### src/rtl/uart_sender.sv
`default_nettype none
// ============================================================================
// Module   : uart_sender
// Purpose  : Byte-wide UART transmitter. A request (TX_EN) seen while idle
//            latches TX_DATA and emits one frame on UART_TX:
//            start bit (0), 8 data bits LSB first, optional even-parity bit,
//            stop bit (1). Every bit lasts BAUD_DIV sysclk cycles.
//
// Parameters:
//   BAUD_DIV   sysclk cycles per serial bit, legal range 2..65535
//              (default 5208 = 50 MHz / 9600 baud).
//
// Ports:
//   sysclk     in   1  system clock, all state changes on the rising edge
//   reset      in   1  synchronous, active-low reset
//   TX_DATA    in   8  byte to send, sampled only on the accept edge
//   TX_EN      in   1  level-sensitive transmit request
//   TX_STATUS  out  1  registered; 1 = idle/ready, 0 = frame in progress
//   UART_TX    out  1  registered serial line, idles at 1
//
// Build option:
//   UART_SENDER_PARITY_EN  when defined, an even-parity bit (XOR of the
//                          latched byte) is inserted between the last data
//                          bit and the stop bit, giving an 11-bit frame.
//                          Undefined (default): 10-bit frame, no parity
//                          logic at all.
//
// Revision : 1.0  initial release
// ============================================================================
module uart_sender #(
    parameter int BAUD_DIV = 5208
) (
    input  logic       sysclk,
    input  logic       reset,
    input  logic [7:0] TX_DATA,
    input  logic       TX_EN,
    output logic       TX_STATUS,
    output logic       UART_TX
);

    // ------------------------------------------------------------------------
    // State encoding. Three bits leave spare codes; any of them falls back to
    // IDLE with the line and status forced to their idle values.
    // ------------------------------------------------------------------------
    localparam logic [2:0] S_IDLE   = 3'd0;
    localparam logic [2:0] S_START  = 3'd1;
    localparam logic [2:0] S_DATA   = 3'd2;
`ifdef UART_SENDER_PARITY_EN
    localparam logic [2:0] S_PARITY = 3'd3;
`endif
    localparam logic [2:0] S_STOP   = 3'd4;

    // Terminal count of the baud counter: a bit spans counts 0..BAUD_DIV-1.
    localparam logic [15:0] c_BIT_LAST  = 16'(BAUD_DIV - 1);
    localparam logic [2:0]  c_LAST_DATA = 3'd7;

    // ------------------------------------------------------------------------
    // Registers
    // ------------------------------------------------------------------------
    logic [2:0]  r_state;
    logic [15:0] r_baud_cnt;
    logic [2:0]  r_bit_idx;
    logic [7:0]  r_shift;
    logic        r_tx;
    logic        r_status;

    // ------------------------------------------------------------------------
    // Combinational helpers
    // ------------------------------------------------------------------------
    logic        w_bit_done;
    logic [2:0]  w_next_idx;

    assign w_bit_done = (r_baud_cnt == c_BIT_LAST);
    assign w_next_idx = r_bit_idx + 3'd1;

`ifdef UART_SENDER_PARITY_EN
    logic        w_parity;
    // Even parity: the parity bit makes the total count of ones even.
    assign w_parity = ^r_shift;
`endif

    // ------------------------------------------------------------------------
    // Transmit sequencer. The latched byte is kept intact for the whole frame
    // (bits are selected by index rather than shifted out) so the parity bit
    // can be formed from it at the end of the data phase.
    //
    // The next line level is loaded into r_tx on the same edge that ends the
    // current bit, so the line only ever changes on bit boundaries.
    // ------------------------------------------------------------------------
    always_ff @(posedge sysclk) begin
        if (!reset) begin
            r_state    <= S_IDLE;
            r_baud_cnt <= 16'd0;
            r_bit_idx  <= 3'd0;
            r_shift    <= 8'h00;
            r_tx       <= 1'b1;
            r_status   <= 1'b1;
        end else begin
            case (r_state)
                S_IDLE: begin
                    r_tx       <= 1'b1;
                    r_status   <= 1'b1;
                    r_baud_cnt <= 16'd0;
                    r_bit_idx  <= 3'd0;
                    if (TX_EN) begin
                        // Accept: start bit goes out from the next cycle on.
                        r_shift  <= TX_DATA;
                        r_state  <= S_START;
                        r_tx     <= 1'b0;
                        r_status <= 1'b0;
                    end
                end

                S_START: begin
                    if (w_bit_done) begin
                        r_baud_cnt <= 16'd0;
                        r_bit_idx  <= 3'd0;
                        r_tx       <= r_shift[0];
                        r_state    <= S_DATA;
                    end else begin
                        r_baud_cnt <= r_baud_cnt + 16'd1;
                    end
                end

                S_DATA: begin
                    if (w_bit_done) begin
                        r_baud_cnt <= 16'd0;
                        if (r_bit_idx == c_LAST_DATA) begin
                            r_bit_idx <= 3'd0;
`ifdef UART_SENDER_PARITY_EN
                            r_tx      <= w_parity;
                            r_state   <= S_PARITY;
`else
                            r_tx      <= 1'b1;
                            r_state   <= S_STOP;
`endif
                        end else begin
                            r_bit_idx <= w_next_idx;
                            r_tx      <= r_shift[w_next_idx];
                        end
                    end else begin
                        r_baud_cnt <= r_baud_cnt + 16'd1;
                    end
                end

`ifdef UART_SENDER_PARITY_EN
                S_PARITY: begin
                    if (w_bit_done) begin
                        r_baud_cnt <= 16'd0;
                        r_tx       <= 1'b1;
                        r_state    <= S_STOP;
                    end else begin
                        r_baud_cnt <= r_baud_cnt + 16'd1;
                    end
                end
`endif

                S_STOP: begin
                    if (w_bit_done) begin
                        // Ready is flagged on the edge that ends the stop
                        // bit; a held request is then taken one edge later,
                        // leaving exactly one idle cycle between frames.
                        r_baud_cnt <= 16'd0;
                        r_tx       <= 1'b1;
                        r_status   <= 1'b1;
                        r_state    <= S_IDLE;
                    end else begin
                        r_baud_cnt <= r_baud_cnt + 16'd1;
                    end
                end

                default: begin
                    r_state    <= S_IDLE;
                    r_baud_cnt <= 16'd0;
                    r_bit_idx  <= 3'd0;
                    r_tx       <= 1'b1;
                    r_status   <= 1'b1;
                end
            endcase
        end
    end

    // Outputs come straight from flip-flops.
    assign UART_TX   = r_tx;
    assign TX_STATUS = r_status;

endmodule
`default_nettype wire

### config.mk
export PLATFORM = sky130hd
export DESIGN_NAME = uart_sender
export DESIGN_NICKNAME = d
export VERILOG_FILES = /design/src/rtl/uart_sender.sv
export SDC_FILE = /design/constraint.sdc
export NUM_CORES = 1
export LEC_CHECK = 0
export ABC_AREA = 1
export CAP_MARGIN = 20
export CORE_MARGIN = 2
export CORE_UTILIZATION = 56
export CTS_CLUSTER_SIZE = 14
export DETAILED_ROUTE_END_ITERATION = 8
export PLACE_DENSITY_LB_ADDON = 0.1
export SETUP_SLACK_MARGIN = 0.05
export SLEW_MARGIN = 30
export SYNTH_ARGS = -nofsm -noshare
export SYNTH_HDL_FRONTEND = slang
export SYNTH_SLANG_ARGS = --single-unit
### constraint.sdc
create_clock -name sysclk -period 1.8 [get_ports sysclk]
set_input_delay 0.27 -clock sysclk [delete_from_list [all_inputs] [get_ports sysclk]]
set_output_delay 0.27 -clock sysclk [all_outputs]
set_load 0.1 [all_outputs]
### Yosys cells after proc, flatten, opt, wreduce, memory -nomap -nowiden

Cells that the tools add are included.

* register bits after elaboration: 32

* add/sub/neg operators: 2
* $lt $le $gt $ge: 1
* equality and inequality tests: 10
* multiplexer cells: 18
* bitwise gates (word level): 4
* reduce and logical (&&, ||, !) cells: 9

Operators by type and width (number)
* $mux 3: 7
* $add 16x1->16 const B: 1
* $eq 16x13->1 const B: 1
* $pmux 3 s4: 1
* $ne 2x2->1 const B: 5
* $pmux 3 s3: 1
* $eq 3x3->1 const B: 2
* $mux 1: 6
* $reduce_and 3->1: 2
* $reduce_or 3->1: 2
* $reduce_and 5->1: 1
* $lt 3x4->1 const B: 1
* $not 1->1: 4
* $pmux 1 s4: 1
* $reduce_and 2->1: 2
* $add 3x1->3 const B: 1
* $bmux 1 s3: 1
* $eq 3x1->1 const B: 1
* $eq 3x2->1 const B: 1
* $logic_not 3->1: 1
* $pmux 1 s3: 1
* $reduce_or 2->1: 1

### Longest topological paths before layout

* depth in word-level cells: 6
* depth in mapped cells: 11

### Least setup slack after synthesis

OpenSTA, ideal clock, no wires.

* kind: register -> register
* start point: register r_bit_idx[0]
* end point: register r_tx, in the netlist UART_TX
* setup time: 0.119 ns
* data arrival time: 1.226 ns
* data required time: 1.681 ns
* slack: 0.455 ns
* cell stages (with the launch flop): 9
* buffers on the path: 0
* period minus slack after synthesis: 1.345 ns
* cell sequence: dfxtp_1 -> ha_1 -> ha_1 -> inv_1 -> nand3_1 -> nand3b_1 -> nand3b_1 -> nand2_1 -> a21oi_1

* cells in the longest elaborated chain, start to end: 6
* elaborated cells on any way between the ends: 7
* those cells by class: 1 x add/sub; 1 x eq/ne; 5 x mux

Ends and longest elaborated chain
* from (decl): RTL line 62 `logic [2:0] r_bit_idx;`
* from (signal assigned): RTL line 138 `r_bit_idx <= w_next_idx;`
* $add 3x1->3: RTL line 74 `assign w_next_idx = r_bit_idx + 3'd1;`
* $bmux 1 s3: RTL line 139 `r_tx <= r_shift[w_next_idx];`
* $mux 1 (implied by the code): RTL line 139
* $mux 1 (*): RTL line 128 `if (r_bit_idx == c_LAST_DATA) begin`
* $mux 1 (*): RTL line 126 `if (w_bit_done) begin`
* $pmux 1 s4 (*): RTL line 99 `case (r_state)`
* to (signal assigned): RTL line 118 `r_tx <= r_shift[0];`
* to (signal assigned): RTL line 139
* to (decl): RTL line 64 `logic r_tx;`

Mark *: on every way between the ends. The rest lies on a longest branch, timed or not. The select of a mux whose other input is x is not followed.
A chain may end at the register's enable or synchronous reset.

### Worst setup path after layout

Ends and elaborated chain as after synthesis.

==> results.txt <==
Peak supply drop - 1.516 mV
Final ANT Viol Nets - 0
Placed Area - 1739 um2
Flop-to-flop setup slack - 0.25 ns
Reg2reg start - r_bit_idx[0]$_SDFFE_PN0P_
Synthesis Warnings - 0
Met3 Use GR - 7.029%
DRT Wirelength - 3186 um
Critical Path RT - 2.07 ns
Fmax - 644.4 MHz
Seq/Total Area, Yosys - 40.47%
Dpl hpwl - 2449 um
Reg-to-Reg End - UART_TX$_SDFFE_PN1P_
M2 GR Usage - 39.90%
Global routing met1 resource utilization - 22.92%
Post-cts gate resize count - 0
PortBufs - 12
Core area - 2710 um2
Status - finished clean
Setup crit end kind - flip-flop
Sum Neg Setup Slack - 0 ns
PD cells - 1294 nW/um2
Die W - 57.17 um
Worst Reg-to-Reg Cells - 8
Die height - 57.17 um
N_diodes - 0
Critical Path Source Type - flip-flop
IO Pins - 13
Die Area - 3268 um2
Static leakage - 0.0007922 uW
Row cnt - 19
Worst Skew - 0.009076 ns
Pre-Repair DR Iteration Count - 4
GRT overflow - 0
Max Slew Vio Count - 0
Critical Path Sink - UART_TX$_SDFFE_PN1P_
Nets - 257
Syn Inst Count - 225
Clk Latency, worst-skew pair - 0.34 ns
Root buf cell - clkbuf_4
TritonCTS clock tree - built
Endpoints failing hold - 0
Final WS setup - 0.2481 ns
Initial Util - 58.40%
Peak fanout along the critical path - 7
Max-Cap Viols - 0
Pin count of the biggest net entering global routing - 16
Clock buffer depth - 2
Wire length per cell - 11.59 um
Gpl congestion - 0.8598
Layout area overhead - 14.70%
CTS clk-pin slew, worst paths - 0.10 ns
Gr busiest metal - met2
Vias - 1,422
RSZ-0062 raised after global routing - no
Hold Slack - 0.4644 ns
CTS Hold Bufs - 0
CTS Sinks - 32
Total GRT Usage - 21.92%
H-tree Lvls - 2
Worst Tran Pin Value - 0.3120 ns
Setup violators final - 0
Commonest non-fill, non-tap cells in the layout - 55 x nand2_1, 32 x dfxtp_1, 29 x nor2_1
Cell variety after synth - 26
Drt via density - 5.171
Place WS - 0.2589 ns
Vias in the first global route - 1,357
Overall power - 2350 uW
# DRC - 0
Layout cells sized above 1 - 9.836%
Iter 0 DRT Violations - 52
Post-CTS Setup Inserts - 0
Syn Nets - 239
Crit path DAT - 1.82 ns
Hold WC Path Type - flip-flop to flip-flop
CP Class - flip-flop to flip-flop
Initial antenna violation count - 0
Flip-flop and latch count after synthesis - 32
Final period utilization - 86.22%
Fin crit period - 1.552 ns
Synthesized area - 1583 um2
CTS Buf Count - 5
Worst setup startpoint - r_bit_idx[0]$_SDFFE_PN0P_
Commonest non-fill, non-tap cell in the layout - nand2_1
First-pass GRT wire length - 5533 um
Final Instance Area - 1815 um2
Syn Area/Cell - 7.035 um2
Rel. slew slack - 79.18%
## routing by layer
layer / up-vias / routed length, um
met5: - / 0
met4: 0 / 45
met3: 6 / 111
met2: 20 / 1687
met1: 642 / 1342
li1: 754 / -
## registers in the layout, indices dropped and copies added, names as in the netlist
| signal | count |
|---|---|
| r_baud_cnt | 16 |
| r_state | 3 |
| TX_STATUS | 1 |
| r_bit_idx | 3 |
| r_shift | 8 |
| UART_TX | 1 |
## cell families (layout without fill, tap and decap cells)
group | after synthesis | count (layout) | synth area share [%]
AO/OA/AOI/OAI | 20 | 20 | 6.561
XOR/XNOR | 8 | 8 | 4.427
adder cells (fa/ha/maj) | 3 | 3 | 2.372
buffers and inverters | 33 | 52 | 8.142
flip-flops | 32 | 32 | 40.47
AND/OR/NAND/NOR | 129 | 129 | 38.02
## synthesized netlist by cell type (all sizes together)
cell type  count  area share (%)
or2            2            0.79
nand2         58              15
clkinv         1            0.24
nand4          6             2.4
nor3           4             2.0
nand3b         2            0.95
a21oi         18             5.9
inv           28             6.6
buf            2            0.79
xor2           7             3.9
ha             3             2.4
clkbuf         2            0.47
xnor2          1            0.55
o21ai          2            0.63
nor2          30             7.6
dfxtp         32              40
nand3         27             9.8
## critical path: stages, from the launching register on
cell      delay [ns]
dfxtp_1         0.40
ha_1            0.23
ha_1            0.34
inv_1           0.08
nand3_1         0.08
nand3b_1        0.07
nand3b_1        0.10
nand2_1         0.05
a21oi_1         0.13
## metrics by stage
step | util [%] | instances
after floorplan | - | 225
after global placement | 64.17 | 267
after detailed placement | 64.17 | 267
after CTS | 66.99 | 275
after global routing | 66.99 | 275
final | 66.99 | 275
## power breakdown
group          switching [uW]  internal (uW)
combinational             641            290
sequential               66.6            807
clock                     254            291
## layout make-up
type,count,area (um2)
Clock buffer,6,41.29
Inverter,29,108.9
Timing Repair Buffer,15,137.6
Sequential cell,32,640.6
Clock inverter,2,35.03
Multi-Input combinational cell,160,813.3
Tap cell,31,38.79
Fill cell,244,894.6
## how the worst min path moves through the flow
stage	start	to	cells after the start
6_report	r_baud_cnt[0]$_SDFF_PP0_	r_baud_cnt[0]$_SDFF_PP0_	1
5_1_grt	r_baud_cnt[0]$_SDFF_PP0_	r_baud_cnt[0]$_SDFF_PP0_	1
4_1_cts	r_baud_cnt[0]$_SDFF_PP0_	r_baud_cnt[0]$_SDFF_PP0_	1
3_5_place_dp	r_baud_cnt[0]$_SDFF_PP0_	r_baud_cnt[0]$_SDFF_PP0_	1
3_3_place_gp	r_baud_cnt[0]$_SDFF_PP0_	r_baud_cnt[0]$_SDFF_PP0_	1
2_1_floorplan	reset	TX_STATUS$_SDFFE_PN1P_	1
(Power assumes the default switching activity.)
